===== src/rtl/point_stream_framer.sv =====
// point_stream_framer: hunts a sync preamble in a UART byte stream, assembles points MSB-first and buffers them in a FIFO
// Optional feature macro: POINT_FRAMER_CHECKSUM_EN (XOR checksum byte after END_WORD, adds frame_err).
// Ports:
//   clk, reset_n            system clock, asynchronous active-low reset
//   rx_valid, rx_data       byte strobe and byte from the UART receiver
//   flush                   return to HUNT and empty the FIFO (overflow is kept)
//   out_valid, out_ready    output handshake; out_point is the FIFO head
//   fifo_level              FIFO occupancy
//   drawing                 high while a frame is being received
//   frame_done, frame_abort one-cycle end-of-frame / point-limit pulses
//   overflow                sticky: a point was dropped on a full FIFO, cleared at frame start
//   frame_err               checksum mismatch of the last frame (checksum build only)
module point_stream_framer #(
    parameter int          BYTES_PER_POINT = 4,
    parameter int          SYNC_LEN        = 8,
    parameter logic [7:0]  SYNC_BYTE       = 8'h00,
    parameter logic [31:0] END_WORD        = 32'h01010101,
    parameter int          MAX_PTS         = 20000,
    parameter int          FIFO_DEPTH      = 16,
    localparam int         POINT_W         = 8 * BYTES_PER_POINT,
    localparam int         LVL_W           = $clog2(FIFO_DEPTH) + 1
) (
    input  logic               clk,
    input  logic               reset_n,
    input  logic               rx_valid,
    input  logic [7:0]         rx_data,
    input  logic               flush,
    output logic               out_valid,
    input  logic               out_ready,
    output logic [POINT_W-1:0] out_point,
    output logic [LVL_W-1:0]   fifo_level,
    output logic               drawing,
    output logic               frame_done,
    output logic               frame_abort,
`ifdef POINT_FRAMER_CHECKSUM_EN
    output logic               frame_err,
`endif
    output logic               overflow
);
    localparam int AW   = $clog2(FIFO_DEPTH);
    localparam int BC_W = BYTES_PER_POINT > 1 ? $clog2(BYTES_PER_POINT) : 1;
    localparam int PC_W = $clog2(MAX_PTS + 1);
    localparam logic [POINT_W-1:0] END_PT    = POINT_W'(END_WORD);
    localparam logic [BC_W-1:0]    LAST_BYTE = BC_W'(BYTES_PER_POINT - 1);
    localparam logic [7:0]         SYNC_LAST = 8'(SYNC_LEN - 1);
    localparam logic [PC_W-1:0]    PT_MAX    = PC_W'(MAX_PTS);
    localparam logic [LVL_W-1:0]   FULL      = LVL_W'(FIFO_DEPTH);

    typedef enum logic {HUNT, DRAW} state_t;
    state_t state, state_nx;

    logic [7:0]         sync_cnt;
    logic [BC_W-1:0]    byte_cnt;
    logic [PC_W-1:0]    pt_cnt;
    logic [POINT_W-1:0] word, word_nx;
    logic [POINT_W-1:0] mem [FIFO_DEPTH];
    logic [AW-1:0]      rd_ptr, wr_ptr;
    logic push_pend, push_ok, pop;
    logic sync_hit, frame_start, pt_last, is_end, is_abort, pt_push, done_now;
    logic chk_wait;

    assign drawing   = state == DRAW;
    assign out_valid = fifo_level != '0;
    assign out_point = out_valid ? mem[rd_ptr] : '0;
    assign pop       = out_valid && out_ready;
    // a pop in the same cycle frees the slot the pending push needs
    assign push_ok   = push_pend && (fifo_level != FULL || pop);

    always_comb begin
        word_nx     = POINT_W'({word, rx_data});
        sync_hit    = state == HUNT && rx_valid && rx_data == SYNC_BYTE;
        frame_start = sync_hit && sync_cnt == SYNC_LAST;
        pt_last     = state == DRAW && rx_valid && !chk_wait && byte_cnt == LAST_BYTE;
        is_end      = pt_last && word_nx == END_PT;
        is_abort    = pt_last && !is_end && pt_cnt == PT_MAX;
        pt_push     = pt_last && !is_end && !is_abort;
`ifdef POINT_FRAMER_CHECKSUM_EN
        done_now    = state == DRAW && rx_valid && chk_wait;
`else
        done_now    = is_end;
`endif
        state_nx = state;
        if (flush)
            state_nx = HUNT;
        else if (frame_start)
            state_nx = DRAW;
        else if (done_now || is_abort)
            state_nx = HUNT;
    end

    always_ff @(posedge clk or negedge reset_n) begin
        if (!reset_n)
            state <= HUNT;
        else
            state <= state_nx;
    end

    // the completed point stays in word for one cycle and is pushed from there;
    // a byte arriving in that cycle only updates word after the push has sampled it
    always_ff @(posedge clk or negedge reset_n) begin
        if (!reset_n) begin
            sync_cnt    <= '0;
            byte_cnt    <= '0;
            pt_cnt      <= '0;
            word        <= '0;
            push_pend   <= 1'b0;
            frame_done  <= 1'b0;
            frame_abort <= 1'b0;
        end else if (flush) begin
            sync_cnt    <= '0;
            byte_cnt    <= '0;
            push_pend   <= 1'b0;
            frame_done  <= 1'b0;
            frame_abort <= 1'b0;
        end else begin
            push_pend   <= pt_push;
            frame_done  <= done_now;
            frame_abort <= is_abort;
            if (state == HUNT && rx_valid)
                sync_cnt <= sync_hit && !frame_start ? sync_cnt + 8'd1 : '0;
            if (frame_start) begin
                byte_cnt <= '0;
                pt_cnt   <= '0;
            end else if (state == DRAW && rx_valid) begin
                word     <= word_nx;
                byte_cnt <= byte_cnt == LAST_BYTE ? '0 : byte_cnt + 1'b1;
                if (pt_push)
                    pt_cnt <= pt_cnt + 1'b1;
            end
        end
    end

    always_ff @(posedge clk) begin
        if (push_ok && !flush)
            mem[wr_ptr] <= word;
    end

    always_ff @(posedge clk or negedge reset_n) begin
        if (!reset_n) begin
            rd_ptr     <= '0;
            wr_ptr     <= '0;
            fifo_level <= '0;
            overflow   <= 1'b0;
        end else if (flush) begin
            rd_ptr     <= '0;
            wr_ptr     <= '0;
            fifo_level <= '0;
        end else begin
            if (frame_start)
                overflow <= 1'b0;
            else if (push_pend && !push_ok)
                overflow <= 1'b1;
            if (push_ok)
                wr_ptr <= wr_ptr + 1'b1;
            if (pop)
                rd_ptr <= rd_ptr + 1'b1;
            if (push_ok != pop)
                fifo_level <= push_ok ? fifo_level + 1'b1 : fifo_level - 1'b1;
        end
    end

`ifdef POINT_FRAMER_CHECKSUM_EN
    logic [7:0] csum, pt_xor;

    // pt_xor folds the bytes of the point in progress; csum only takes whole non-END points
    always_ff @(posedge clk or negedge reset_n) begin
        if (!reset_n) begin
            chk_wait  <= 1'b0;
            csum      <= '0;
            pt_xor    <= '0;
            frame_err <= 1'b0;
        end else if (flush) begin
            chk_wait  <= 1'b0;
            pt_xor    <= '0;
        end else if (frame_start) begin
            chk_wait  <= 1'b0;
            csum      <= '0;
            pt_xor    <= '0;
            frame_err <= 1'b0;
        end else if (state == DRAW && rx_valid) begin
            if (chk_wait) begin
                chk_wait  <= 1'b0;
                frame_err <= rx_data != csum;
            end else begin
                pt_xor <= pt_last ? 8'h00 : pt_xor ^ rx_data;
                if (is_end)
                    chk_wait <= 1'b1;
                else if (pt_last)
                    csum <= csum ^ pt_xor ^ rx_data;
            end
        end
    end
`else
    assign chk_wait = 1'b0;
`endif
endmodule


===== config.mk =====
export PLATFORM = sky130hd
export DESIGN_NAME = point_stream_framer
export DESIGN_NICKNAME = d
export VERILOG_FILES = /design/src/rtl/point_stream_framer.sv
export SDC_FILE = /design/constraint.sdc
export NUM_CORES = 1
export LEC_CHECK = 0
export CORE_MARGIN = 4
export CORE_UTILIZATION = 65
export CTS_CLUSTER_SIZE = 14
export DETAILED_ROUTE_END_ITERATION = 8
export PLACE_DENSITY = 0.8
export SETUP_SLACK_MARGIN = 0.3
export SYNTH_ARGS = -nofsm -noshare
export SYNTH_HDL_FRONTEND = slang
export SYNTH_SLANG_ARGS = --single-unit

===== constraint.sdc =====
create_clock -name clk -period 6.6 [get_ports clk]
set_clock_uncertainty 0.15 [all_clocks]
set_input_delay 1.32 -clock clk [delete_from_list [all_inputs] [get_ports clk]]
set_output_delay 1.32 -clock clk [all_outputs]
set_load 0.05 [all_outputs]

---- Word-level counts from Yosys, hierarchy flattened ----
Memories as Yosys holds them, arrays and structs flattened.
Index checks and enable logic that the tools add are counted.
storage, ports and cells
  register bits ........................... 75
  RAM bits ................................ 512
  bits of input ports ..................... 13
  output and inout bits ................... 42
  word-level logic and storage cells ...... 92
  memories ................................ 1
memories
  memory  depth  bits a word  read ports  clocked after memory_dff  write ports  line  text
  mem     16     32           1           0                         1            56    logic [POINT_W-1:0] mem [FIFO_DEPTH];
operators by class
  add/sub/neg operators ................... 7
  eq/ne operators ......................... 6
  muxes and demuxes ....................... 28
  bitwise logic cells ..................... 3
  reduce and logical (&&, ||, !) cells .... 35
operator list
  operator                                          count
  2-to-1 mux 15 bit                                 3
  == test 32 x 25 -> 1 bit, second input constant   1
  2-to-1 mux 32 bit                                 1
  2-to-1 mux 8 bit                                  3
  2-to-1 mux 4 bit                                  4
  adder 15 x 1 -> 15 bit, second input constant     1
  == test 15 bit, second input constant             1
  2-to-1 mux 5 bit                                  3
  logical AND 1 bit                                 14
  nonzero test 2 bit                                7
  2-to-1 mux 1 bit                                  10
  adder 4 x 1 -> 4 bit, second input constant       2
  adder 8 x 1 -> 8 bit, second input constant       1
  == test 8 x 3 -> 1 bit, second input constant     1
  zero test 8 bit                                   1
  2-to-1 mux 2 bit                                  4
  AND reduction 3 bit                               2
  nonzero test 3 bit                                2
  adder 5 x 1 -> 5 bit, second input constant       1
  zero test 1 bit                                   5
  inequality test 5 bit, second input constant      1
  nonzero test 5 bit                                1
  subtractor 5 x 1 -> 5 bit, second input constant  1
  NOT 1 bit                                         3
  other kinds (5)                                   6

---- Depth between registers and ports, before layout ----
  depth in word-level cells ............... 11
  depth in mapped cells ................... 10
  mapped depth without buffers ............ 9

---- Worst setup path after synthesis ----
No wires, ideal clock.
  path type ............................... input to register
  from .................................... input port flush
  to ...................................... memory mem[0][0] in the netlist's numbering (enable)
  setup time .............................. 461 ps
  arrival ................................. 4,240 ps
  required time ........................... 5,989 ps
  slack ................................... 1,749 ps
  cell stages on the path ................. 4
  path buffers ............................ 1
  path through ............................ clkbuf_1 > nor3b_1 > nand2_1 > nor3_1
on the way
  longest elaborated chain between the ends .. 4
ends and longest elaborated chain
  what                                    line  text
  start: declaration                      27    input logic flush,
  zero test 1 bit                         134   if (push_ok && !flush)
  logical AND 1 bit                       134
  2-to-1 mux 1 bit                        134
  2-to-1 mux 1 bit (implied by the code)  135   mem[wr_ptr] <= word;
  end: declaration                        56
Every way passes these cells.

---- Final worst setup path ----
  from .................................... register rd_ptr[0]
  to ...................................... output port out_point[1]
on the way
  longest elaborated chain between the ends .. 2
ends and longest elaborated chain
  what                      line  text
  start: declaration        57    logic [AW-1:0] rd_ptr, wr_ptr;
  start signal: assignment  156   rd_ptr <= rd_ptr + 1'b1;
  memory (16 x 32 bit)      -
  2-to-1 mux 32 bit         64    assign out_point = out_valid ? mem[rd_ptr] : '0;
  end: declaration          30    output logic [POINT_W-1:0] out_point,
Every way passes these cells.

==> flow_metrics.tcl <==
set metrics [dict create \
    hold_violations 0 \
    post-cts-setup-buffer-count 0 \
    r2r-end "pt_cnt[1]" \
    synth_edf_count 512 \
    vdd_drop_max_mv 0.299 \
    syn-instance-count 1113 \
    port_buffers 54 \
    grt_pass1_vias 12000 \
    fin_crit_sh 0.819 \
    ys_ff_latch 587 \
    multi_input_area_sq_um 5830 \
    num_rows 69 \
    gp_congestion 0.819 \
    root_buffer "clkbuf_16" \
    yosys_warnings 0 \
    cts_buffers 55 \
    status "finished clean" \
    antennaDiodeCount 0 \
    cts_buffer_depth 3 \
    synth.distinct_cells 54 \
    cts_tree "done" \
    cp-start-kind "flip-flop" \
    vias 11600 \
    worst_slew_pin_slew_ps 1290 \
    min_period_ps 5400 \
    netlist_area_sq_um 23300 \
    fill_cells 1904 \
    die_h_um 197 \
    crit_arrival_ps 3930 \
    relSlewSlack 0.134 \
    layout_commonest_cell "edfxtp_1" \
    leakage_nw 10.0 \
    worstSetupPathType "flip-flop to output pin" \
    grt_pass1_wl_um 78500 \
    antenna_found_initial 0 \
    grt_max_degree 91 \
    vias_per_cell 6.80 \
    grt.overflow.total 0 \
    area_delta_synth_final_pct 13.3 \
    synth.net_count 1140 \
    r2r_slack_ps 3010 \
    ys.flop_type "edfxtp_1" \
    post_cts_resized 0 \
    r2r_start "word[19]" \
    initial_core_util 0.657 \
    ys_seq_area_frac 0.741 \
    p_total_mw 8.02 \
    tns_ps 0 \
    htree_levels 2 \
    drc 0 \
    core_area_sq_um 35400 \
    wl_um 51900 \
    die_x_um 197 \
    place_hpwl_um 26600 \
    hold_path_class "flip-flop to flip-flop" \
    dieArea_sq_um 38900 \
    setup_viol 0 \
    avgSynthCellArea_sq_um 20.9 \
    max_freq_mhz 185 \
    critPathMaxFanout 30 \
    place_area_sq_um 24500 \
    crit_required_ps 5130 \
    rsz0062_at_grt "false" \
    final_nets 1226 \
    layout_common_cells "512 x edfxtp_1, 160 x mux4_2, 71 x dfrtp_1" \
    power_density_nw_per_um2 304 \
    min_to "sync_cnt[1]" \
    grt.total_usage 0.277 \
    wire_per_inst_um 30.4 \
    hold_buffers 0 \
    design_area_sq_um 26400 \
    drv_slew 0 \
    worstHoldPathCells 2 \
    ff_latch_area_sq_um 17300 \
    clk_pin_slew_ps 60 \
    cts_sinks 587 \
    ant_nets 0 \
    drt_iter0_drc 1454 \
    crit_path_end_kind "output pin" \
    min_from "sync_cnt[1]" \
    drive_above_1_share 0.272 \
    reg2regPathDepth 5 \
    synth_async_sr_flop_share 0.128 \
    clk_latency_ps 580 \
    drtPass1Iterations 5 \
    drv_cap 0 \
    io_pins 55 \
]
-- synthesized netlist by cell type (12+ instances only) --
cell type | count | area, sq um
nor2_1 | 29 | 109
and2_1 | 34 | 213
a21oi_1 | 16 | 80.1
nand2_1 | 29 | 109
clkbuf_1 | 26 | 97.6
mux4_2 | 160 | 3600
dfrtp_1 | 75 | 1880
nand3_1 | 14 | 70.1
edfxtp_1 | 512 | 15400
ha_1 | 13 | 163
mux2_2 | 38 | 428
nor3_1 | 12 | 60.1
-- flip-flops by register name, summed over array words and instances, names as in the netlist, 2 cells and up --
signal      flops
byte_cnt        2
fifo_level      5
mem           512
pt_cnt         15
rd_ptr          4
sync_cnt        8
word           32
wr_ptr          4
-- per-layer routing --
metal | share of wire | track usage
met5 | 0 | 0
met4 | 0.028 | 0.0786
met3 | 0.087 | 0.0493
met1 | 0.39 | 0.409
met2 | 0.50 | 0.442
-- through the flow --
| step | util | setup WS (ps) | hold slack, ps | cells |
|---|---|---|---|---|
| after global routing | 0.745 | 971 | 407 | 1705 |
| after global placement | 0.692 | 1760 | 339 | 1603 |
| after floorplan | - | 1750 | 318 | 1113 |
| after CTS | 0.745 | 1100 | 364 | 1705 |
| after detailed placement | 0.692 | 1750 | 351 | 1603 |
| final | 0.745 | 1200 | 362 | 1705 |
-- how the worst max path moves through the flow --
| stage | from | end |
|---|---|---|
| floorplan | flush | mem[0][0] |
| global placement | rd_ptr[0] | out_point[1] |
| detailed placement | rd_ptr[0] | out_point[1] |
| CTS | rd_ptr[0] | out_point[1] |
| global route | rd_ptr[0] | out_point[1] |
| finish | rd_ptr[0] | out_point[1] |
-- critical path: stages, from the launching register on --
cell             delay, ps
dfrtp_4                840
buf_4                  500
mux4_2                 570
mux4_2                 540
and2_1                 190
clkdlybuf4s50_1        700
-- report_power, final --
group,switching [mW],internal (mW)
sequential,0.0741,4.00
clock,1.33,1.90
combinational,0.404,0.312
-- logic make-up (layout without fill, tap and decap cells) --
family,Yosys count,after routing,synth area share
XOR/XNOR,7,7,0.00264
buffers and inverters,66,197,0.0132
AND/OR/NAND/NOR,177,177,0.0424
flip-flops,587,587,0.741
AO/OA/AOI/OAI,58,58,0.0166
multiplexers,204,204,0.176
adder cells (fa/ha/maj),14,14,0.00785
-- final cells by class --
class	instances	share of cell area
multi-input combinational	460	0.221
clock buffer	78	0.0601
timing repair buffer	84	0.0304
sequential	587	0.655
inverter	11	0.00157
tap	461	0.0219
clock inverter	24	0.0102
(Power assumes the default switching activity.)
